--- src/rtl/xbram_pkg.sv ---
// Shared definitions for the BRAM port arbiter: FSM encoding and the log2 helper.
package xbram_pkg;

    localparam logic ST_INIT = 1'b0;
    localparam logic ST_RUN  = 1'b1;

    typedef enum logic {
        StInit = ST_INIT,
        StRun  = ST_RUN
    } arb_state_e;

    // Ceiling log2, same rounding as the BRAM wrapper uses for its depth.
    function automatic int unsigned log2(input int unsigned value);
        int unsigned result;
        result = 0;
        for (int unsigned i = 0; i < 32; i++) begin
            if ((64'd1 << i) < 64'(value)) begin
                result = i + 1;
            end
        end
        return result;
    endfunction

endpackage

--- src/rtl/xbram_rr_grant.sv ---
// Combinational round-robin grant: first requester strictly after ptr, wrapping.
module xbram_rr_grant #(
    parameter int unsigned NUM_REQ = 4,
    parameter int unsigned IDX_W   = 2
) (
    input  logic [NUM_REQ-1:0] req,
    input  logic [IDX_W-1:0]   ptr,
    output logic [NUM_REQ-1:0] gnt,
    output logic [IDX_W-1:0]   idx,
    output logic               any
);

    // Scan offsets 1..NUM_REQ from the pointer; the first hit wins.
    always_comb begin
        int unsigned cand;
        gnt  = '0;
        idx  = '0;
        any  = 1'b0;
        cand = 0;
        for (int unsigned k = 1; k <= NUM_REQ; k++) begin
            cand = 32'(ptr) + k;
            if (cand >= NUM_REQ) begin
                cand = cand - NUM_REQ;
            end
            if (!any && req[IDX_W'(cand)]) begin
                any                = 1'b1;
                gnt[IDX_W'(cand)]  = 1'b1;
                idx                = IDX_W'(cand);
            end
        end
    end

endmodule

--- src/rtl/xbram_port_arbiter.sv ---
// Round-robin sharing of one BRAM port between NUM_REQ requesters, with
// post-reset zero-fill and tagged read-response return.
module xbram_port_arbiter
    import xbram_pkg::*;
#(
    parameter int unsigned NUM_REQ      = 4,
    parameter int unsigned ADDR_WIDTH   = 6,
    parameter int unsigned DATA_WIDTH   = 32,
    parameter int unsigned READ_LATENCY = 2,
    parameter int unsigned INIT_EN      = 1
) (
    input  logic                           clk,
    input  logic                           rst,
    input  logic [NUM_REQ-1:0]             req_valid,
    output logic [NUM_REQ-1:0]             req_ready,
    input  logic [NUM_REQ-1:0]             req_we,
    input  logic [NUM_REQ*ADDR_WIDTH-1:0]  req_addr,
    input  logic [NUM_REQ*DATA_WIDTH-1:0]  req_wdata,
    output logic [NUM_REQ-1:0]             rsp_valid,
    output logic [DATA_WIDTH-1:0]          rsp_rdata,
    output logic                           init_busy,
    output logic                           ram_we,
    output logic [ADDR_WIDTH-1:0]          ram_addr,
    output logic [DATA_WIDTH-1:0]          ram_din,
    input  logic [DATA_WIDTH-1:0]          ram_dout
);

    localparam int unsigned IDX_W  = log2(NUM_REQ);
    localparam int unsigned PIPE_D = 1 + READ_LATENCY;
    localparam logic [ADDR_WIDTH-1:0] LAST_ADDR = '1;

    arb_state_e                        state_q, state_d;
    logic [ADDR_WIDTH-1:0]             init_cnt_q;
    logic [IDX_W-1:0]                  ptr_q;
    logic                              ram_we_q;
    logic [ADDR_WIDTH-1:0]             ram_addr_q;
    logic [DATA_WIDTH-1:0]             ram_din_q;
    logic [PIPE_D-1:0]                 pipe_vld_q;
    logic [PIPE_D-1:0][NUM_REQ-1:0]    pipe_tag_q;

    logic [NUM_REQ-1:0]                gnt;
    logic [IDX_W-1:0]                  gnt_idx;
    logic                              gnt_any;
    logic [NUM_REQ-1:0]                xfer;
    logic                              xfer_any;
    logic                              xfer_rd;
    logic                              init_last;
    logic                              sel_we;
    logic [ADDR_WIDTH-1:0]             sel_addr;
    logic [DATA_WIDTH-1:0]             sel_din;

    xbram_rr_grant #(
        .NUM_REQ (NUM_REQ),
        .IDX_W   (IDX_W)
    ) u_rr_grant (
        .req (req_valid),
        .ptr (ptr_q),
        .gnt (gnt),
        .idx (gnt_idx),
        .any (gnt_any)
    );

    // The last fill write is on the RAM port this cycle.
    assign init_last = ram_we_q && (ram_addr_q == LAST_ADDR);

    // Grants only in RUN and never while reset is held.
    assign xfer      = (state_q == StRun && !rst && gnt_any) ? gnt : '0;
    assign xfer_any  = |xfer;
    assign xfer_rd   = xfer_any && !sel_we;
    assign req_ready = xfer;
    assign init_busy = (state_q == StInit);

    // Mux the granted requester's payload.
    always_comb begin
        sel_we   = 1'b0;
        sel_addr = '0;
        sel_din  = '0;
        for (int unsigned i = 0; i < NUM_REQ; i++) begin
            if (gnt_idx == IDX_W'(i)) begin
                sel_we   = req_we[i];
                sel_addr = req_addr[i*ADDR_WIDTH +: ADDR_WIDTH];
                sel_din  = req_wdata[i*DATA_WIDTH +: DATA_WIDTH];
            end
        end
    end

    // Next state: leave INIT the cycle after the last fill write is issued.
    always_comb begin
        state_d = state_q;
        unique case (state_q)
            StInit:  if (init_last) state_d = StRun;
            StRun:   state_d = StRun;
            default: state_d = StRun;
        endcase
    end

    // State register.
    always_ff @(posedge clk) begin
        if (rst) begin
            state_q <= (INIT_EN != 0) ? StInit : StRun;
        end else begin
            state_q <= state_d;
        end
    end

    // Round-robin pointer follows the last granted index.
    always_ff @(posedge clk) begin
        if (rst) begin
            ptr_q <= IDX_W'(NUM_REQ - 1);
        end else if (xfer_any) begin
            ptr_q <= gnt_idx;
        end
    end

    // Issue registers: fill sweep in INIT, granted request in RUN.
    always_ff @(posedge clk) begin
        if (rst) begin
            ram_we_q   <= 1'b0;
            ram_addr_q <= '0;
            ram_din_q  <= '0;
            init_cnt_q <= '0;
        end else if (state_q == StInit) begin
            if (init_last) begin
                ram_we_q <= 1'b0;
            end else begin
                ram_we_q   <= 1'b1;
                ram_addr_q <= init_cnt_q;
                ram_din_q  <= '0;
                init_cnt_q <= init_cnt_q + ADDR_WIDTH'(1);
            end
        end else if (xfer_any) begin
            ram_we_q   <= sel_we;
            ram_addr_q <= sel_addr;
            ram_din_q  <= sel_din;
        end else begin
            ram_we_q <= 1'b0;
        end
    end

    // Read tracking: stage k is visible k+1 cycles after acceptance.
    always_ff @(posedge clk) begin
        if (rst) begin
            pipe_vld_q <= '0;
            pipe_tag_q <= '0;
        end else begin
            pipe_vld_q[0] <= xfer_rd;
            pipe_tag_q[0] <= xfer_rd ? xfer : '0;
            for (int unsigned k = 1; k < PIPE_D; k++) begin
                pipe_vld_q[k] <= pipe_vld_q[k-1];
                pipe_tag_q[k] <= pipe_tag_q[k-1];
            end
        end
    end

    assign ram_we   = ram_we_q;
    assign ram_addr = ram_addr_q;
    assign ram_din  = ram_din_q;

    // Last stage lines up with ram_dout; suppressed under reset so in-flight reads drop.
    assign rsp_valid = (!rst && state_q == StRun && pipe_vld_q[PIPE_D-1]) ?
                       pipe_tag_q[PIPE_D-1] : '0;
    assign rsp_rdata = (|rsp_valid) ? ram_dout : '0;

endmodule

--- config.mk ---
export PLATFORM = sky130hd
export DESIGN_NAME = xbram_port_arbiter
export DESIGN_NICKNAME = d
export VERILOG_FILES = /design/src/rtl/xbram_pkg.sv /design/src/rtl/xbram_rr_grant.sv /design/src/rtl/xbram_port_arbiter.sv
export SDC_FILE = /design/constraint.sdc
export NUM_CORES = 1
export LEC_CHECK = 0
export CAP_MARGIN = 40
export CORE_AREA = 3 3 110 112
export CTS_CLUSTER_DIAMETER = 40
export DETAILED_ROUTE_END_ITERATION = 7
export DIE_AREA = 0 0 113 115
export PLACE_DENSITY = 0.79
export SETUP_SLACK_MARGIN = 0.02
export SKIP_CTS_REPAIR_TIMING = 1
export SYNTH_ARGS = -nofsm -noshare
export SYNTH_HDL_FRONTEND = slang
export SYNTH_HIERARCHICAL = 1
export SYNTH_SLANG_ARGS = --single-unit
--- constraint.sdc ---
create_clock -name clk -period 4.09 [get_ports clk]
set_clock_uncertainty 0.1 [all_clocks]
set_input_delay 0.818 -clock clk [delete_from_list [all_inputs] [get_ports clk]]
set_output_delay 0.818 -clock clk [all_outputs]
set_load 0.03 [all_outputs]
==> impl_metrics.env <==
export IMPL_status="finished, final reports clean"
export IMPL_die_height_um=115
export IMPL_ant_nets=0
export IMPL_grt_overflow=0
export IMPL_core_area_um2=11320
export IMPL_fp_dieArea_um2=13000
export IMPL_finalPower_mw=1.713
export IMPL_arrival_ps=2940
export IMPL_whs_ps=334.3
export IMPL_rsz0062_at_grt="false"
export IMPL_synth_fp_nets=558
export IMPL_ys_warnings_count=6
export IMPL_synth_edf_count=0
export IMPL_diodes=0
export IMPL_synth_distinct_cells=58
export IMPL_drtIter0Drc=208
export IMPL_post_route_min_period_ps=3860
export IMPL_routed_top_layer="met4"
export IMPL_first_pass_iters=4
export IMPL_port_buffers=273
export IMPL_synth_main_ff_cell="dfxtp_1"
export IMPL_cts_root_buf="clkbuf_16"
export IMPL_dr_wl_met2_mm=7.435
export IMPL_htree_num_levels=3
export IMPL_avgSynthCellArea_um2=10.88
export IMPL_wl_met1_mm=5.963
export IMPL_slew_violations=0
export IMPL_yosysMostFrequentCell="dfxtp_1"
export IMPL_worst_pin_slew_ps=557.8
export IMPL_die_w_um=113
export IMPL_synth_top_area_share_pct=32.64
export IMPL_synth_area_leader_cell="dfxtp_1"
export IMPL_placementRows=39
export IMPL_pin_count=274
export IMPL_placed_cells_incl_taps=751
export IMPL_clock_path_buffers=2
export IMPL_viasPerCell=5.199
export IMPL_slew_headroom_pct=62.82
export IMPL_final_hold_viol_count=0
export IMPL_post_drt_wl_per_cell_um=18.77
export IMPL_ys_top_cells_by_area="dfxtp_1 33%, mux4_2 22%, a22o_1 7.3%, and2_1 7.1%, ha_1 2.9%"
export IMPL_final_util_pct=61.14
export IMPL_synth_common_cells="63 x dfxtp_1, 44 x and2_1, 37 x mux4_2"
export IMPL_grt_max_degree=39
export IMPL_critical_path_class="in -> out"
export IMPL_max_freq_ghz=0.2591
export IMPL_layout_drive_gt1_share_pct=19.23
export IMPL_critPathLaunchType="input pin"
export IMPL_setup_viol=0
export IMPL_grt_pass1_vias=3950
export IMPL_yosysSeqAreaShare_pct=32.64
export IMPL_irDropWorstVdd_mv=0.1946
export IMPL_fin_setup_tns_ps=0
export IMPL_p_per_area_nw_per_um2=247.5
export IMPL_track_usage_pct=21.25
export IMPL_hp_class="reg -> reg"
export IMPL_start_util_pct=34.13
export IMPL_cts_tree="done"
export IMPL_cp_required_ps=3170
export IMPL_cap_violations=0
export IMPL_fin_cells=767
export IMPL_route_detailed_drc=0
export IMPL_num_vias=3988
export IMPL_area_growth_syn_to_layout_pct=79.15
export IMPL_synth_cells=355
export IMPL_crit_fanout=10
export IMPL_nNetsFinal=822
export IMPL_grt_pass1_wl_mm=21.44
export IMPL_cts_num_sinks=63
export IMPL_insertion_delay_ps=320
export IMPL_cts_buffers_inserted=9
export IMPL_synth_seq_cells=63
export IMPL_fin_crit_sh_pct=94.38
export IMPL_dpl_hpwl_mm=11.87
export IMPL_async_flop_share_pct=0
export IMPL_critPathCaptureType="output port"
export IMPL_synth_area_um2=3864
export IMPL_wl_met3_um=799
export IMPL_path_clk_slew_ps=50
export IMPL_antenna_found_initial=0
export IMPL_gp_congestion=0.8973
export IMPL_p_leak_nw=2.660
export IMPL_routed_wirelength_mm=14.40
path summary, 6_finish.rpt:
check                                 from                       end  slack, ps  cells past startpoint
hold / removal    pipe_vld_q[1]$_SDFF_PP0_  pipe_vld_q[2]$_SDFF_PP0_        330                      1
hold reg to reg   pipe_vld_q[1]$_SDFF_PP0_  pipe_vld_q[2]$_SDFF_PP0_        330                      1
setup / recovery              req_valid[2]              req_ready[2]        230                      8
setup reg to reg     ptr_q[1]$_SDFFE_PP1P_  ram_din[10]$_SDFFE_PP0P_        850                     10
cell type report:
class / instances / area, um^2
multi-input combinational: 257 / 2401
clock inverter: 7 / 73.82
fill: 936 / 4399
sequential: 63 / 1261
timing repair buffer: 281 / 2755
tap: 143 / 178.9
clock buffer: 9 / 225.2
inverter: 7 / 26.28
kinds of logic (layout without fill, tap and decap cells):
logic type                 after synthesis  after routing  synth area share, %
and+or+nand+nor                        121            121                17.49
AOI/OAI and AO/OA                       79             79                16.77
DFF                                     63             63                32.64
muxes                                   47             47                24.51
buffers and inverters                   35            304                5.441
adders and majority gates                9              9                2.915
xor gates and xnor gates                 1              1               0.2267
sequential cells by signal, summed over array words and instances (netlist names):
| name | cells |
|---|---|
| pipe_vld_q | 3 |
| pipe_tag_q | 12 |
| init_cnt_q | 6 |
| ram_din | 32 |
| ram_we | 1 |
| ram_addr | 6 |
| state_q | 1 |
| ptr_q | 2 |
layer usage:
| layer | vias up | track usage [%] |
|---|---|---|
| met1 | 1952 | 26.93 |
| li1 | 1878 | - |
| met4 | 0 | 5.369 |
| met3 | 15 | 4.526 |
| met2 | 143 | 37.05 |
| met5 | - | 0 |
worst max-delay path, stage by stage:
cell and delay (ps):
clkdlybuf4s50_1 660, or3b_1 380, o21ai_1 80, a21oi_1 110
o22ai_2 310, a221o_1 270, and2_1 160, buf_4 160
metrics by stage:
step,setup slack [ps],instance area [um^2]
final,229.9,6922
after global routing,113.8,6922
after CTS,258.3,6922
after detailed placement,188.6,6623
after global placement,258.7,6623
after floorplan,815.7,3864
power breakdown:
group          internal [mW]  switching, mW
Clock                  0.471          0.271
Sequential             0.619        0.00476
Combinational          0.249         0.0976
cells in the final DEF, fill, tap and decap left out, types with 3 or more instances in the layout:
| cell | synthesis | layout |
|---|---|---|
| and2_1 | 44 | 44 |
| dfxtp_1 | 63 | 63 |
| nand2_1 | 21 | 21 |
| buf_12 | 0 | 5 |
| mux2i_1 | 8 | 8 |
| a21oi_1 | 6 | 6 |
| inv_1 | 5 | 5 |
| nand3_1 | 3 | 3 |
| o22ai_1 | 4 | 4 |
| o21ai_0 | 5 | 5 |
| a22o_1 | 32 | 32 |
| ha_1 | 9 | 9 |
| a211oi_1 | 3 | 3 |
| clkbuf_16 | 0 | 9 |
| buf_4 | 4 | 43 |
| a221o_1 | 4 | 4 |
| a221oi_1 | 4 | 4 |
| o21ai_1 | 5 | 5 |
| mux4_2 | 37 | 37 |
| nor3_1 | 8 | 8 |
| nor2b_1 | 12 | 12 |
| clkdlybuf4s50_1 | 0 | 233 |
| clkinv_4 | 0 | 3 |
| nor2_1 | 15 | 15 |
Power figures use the tool's default switching activity.
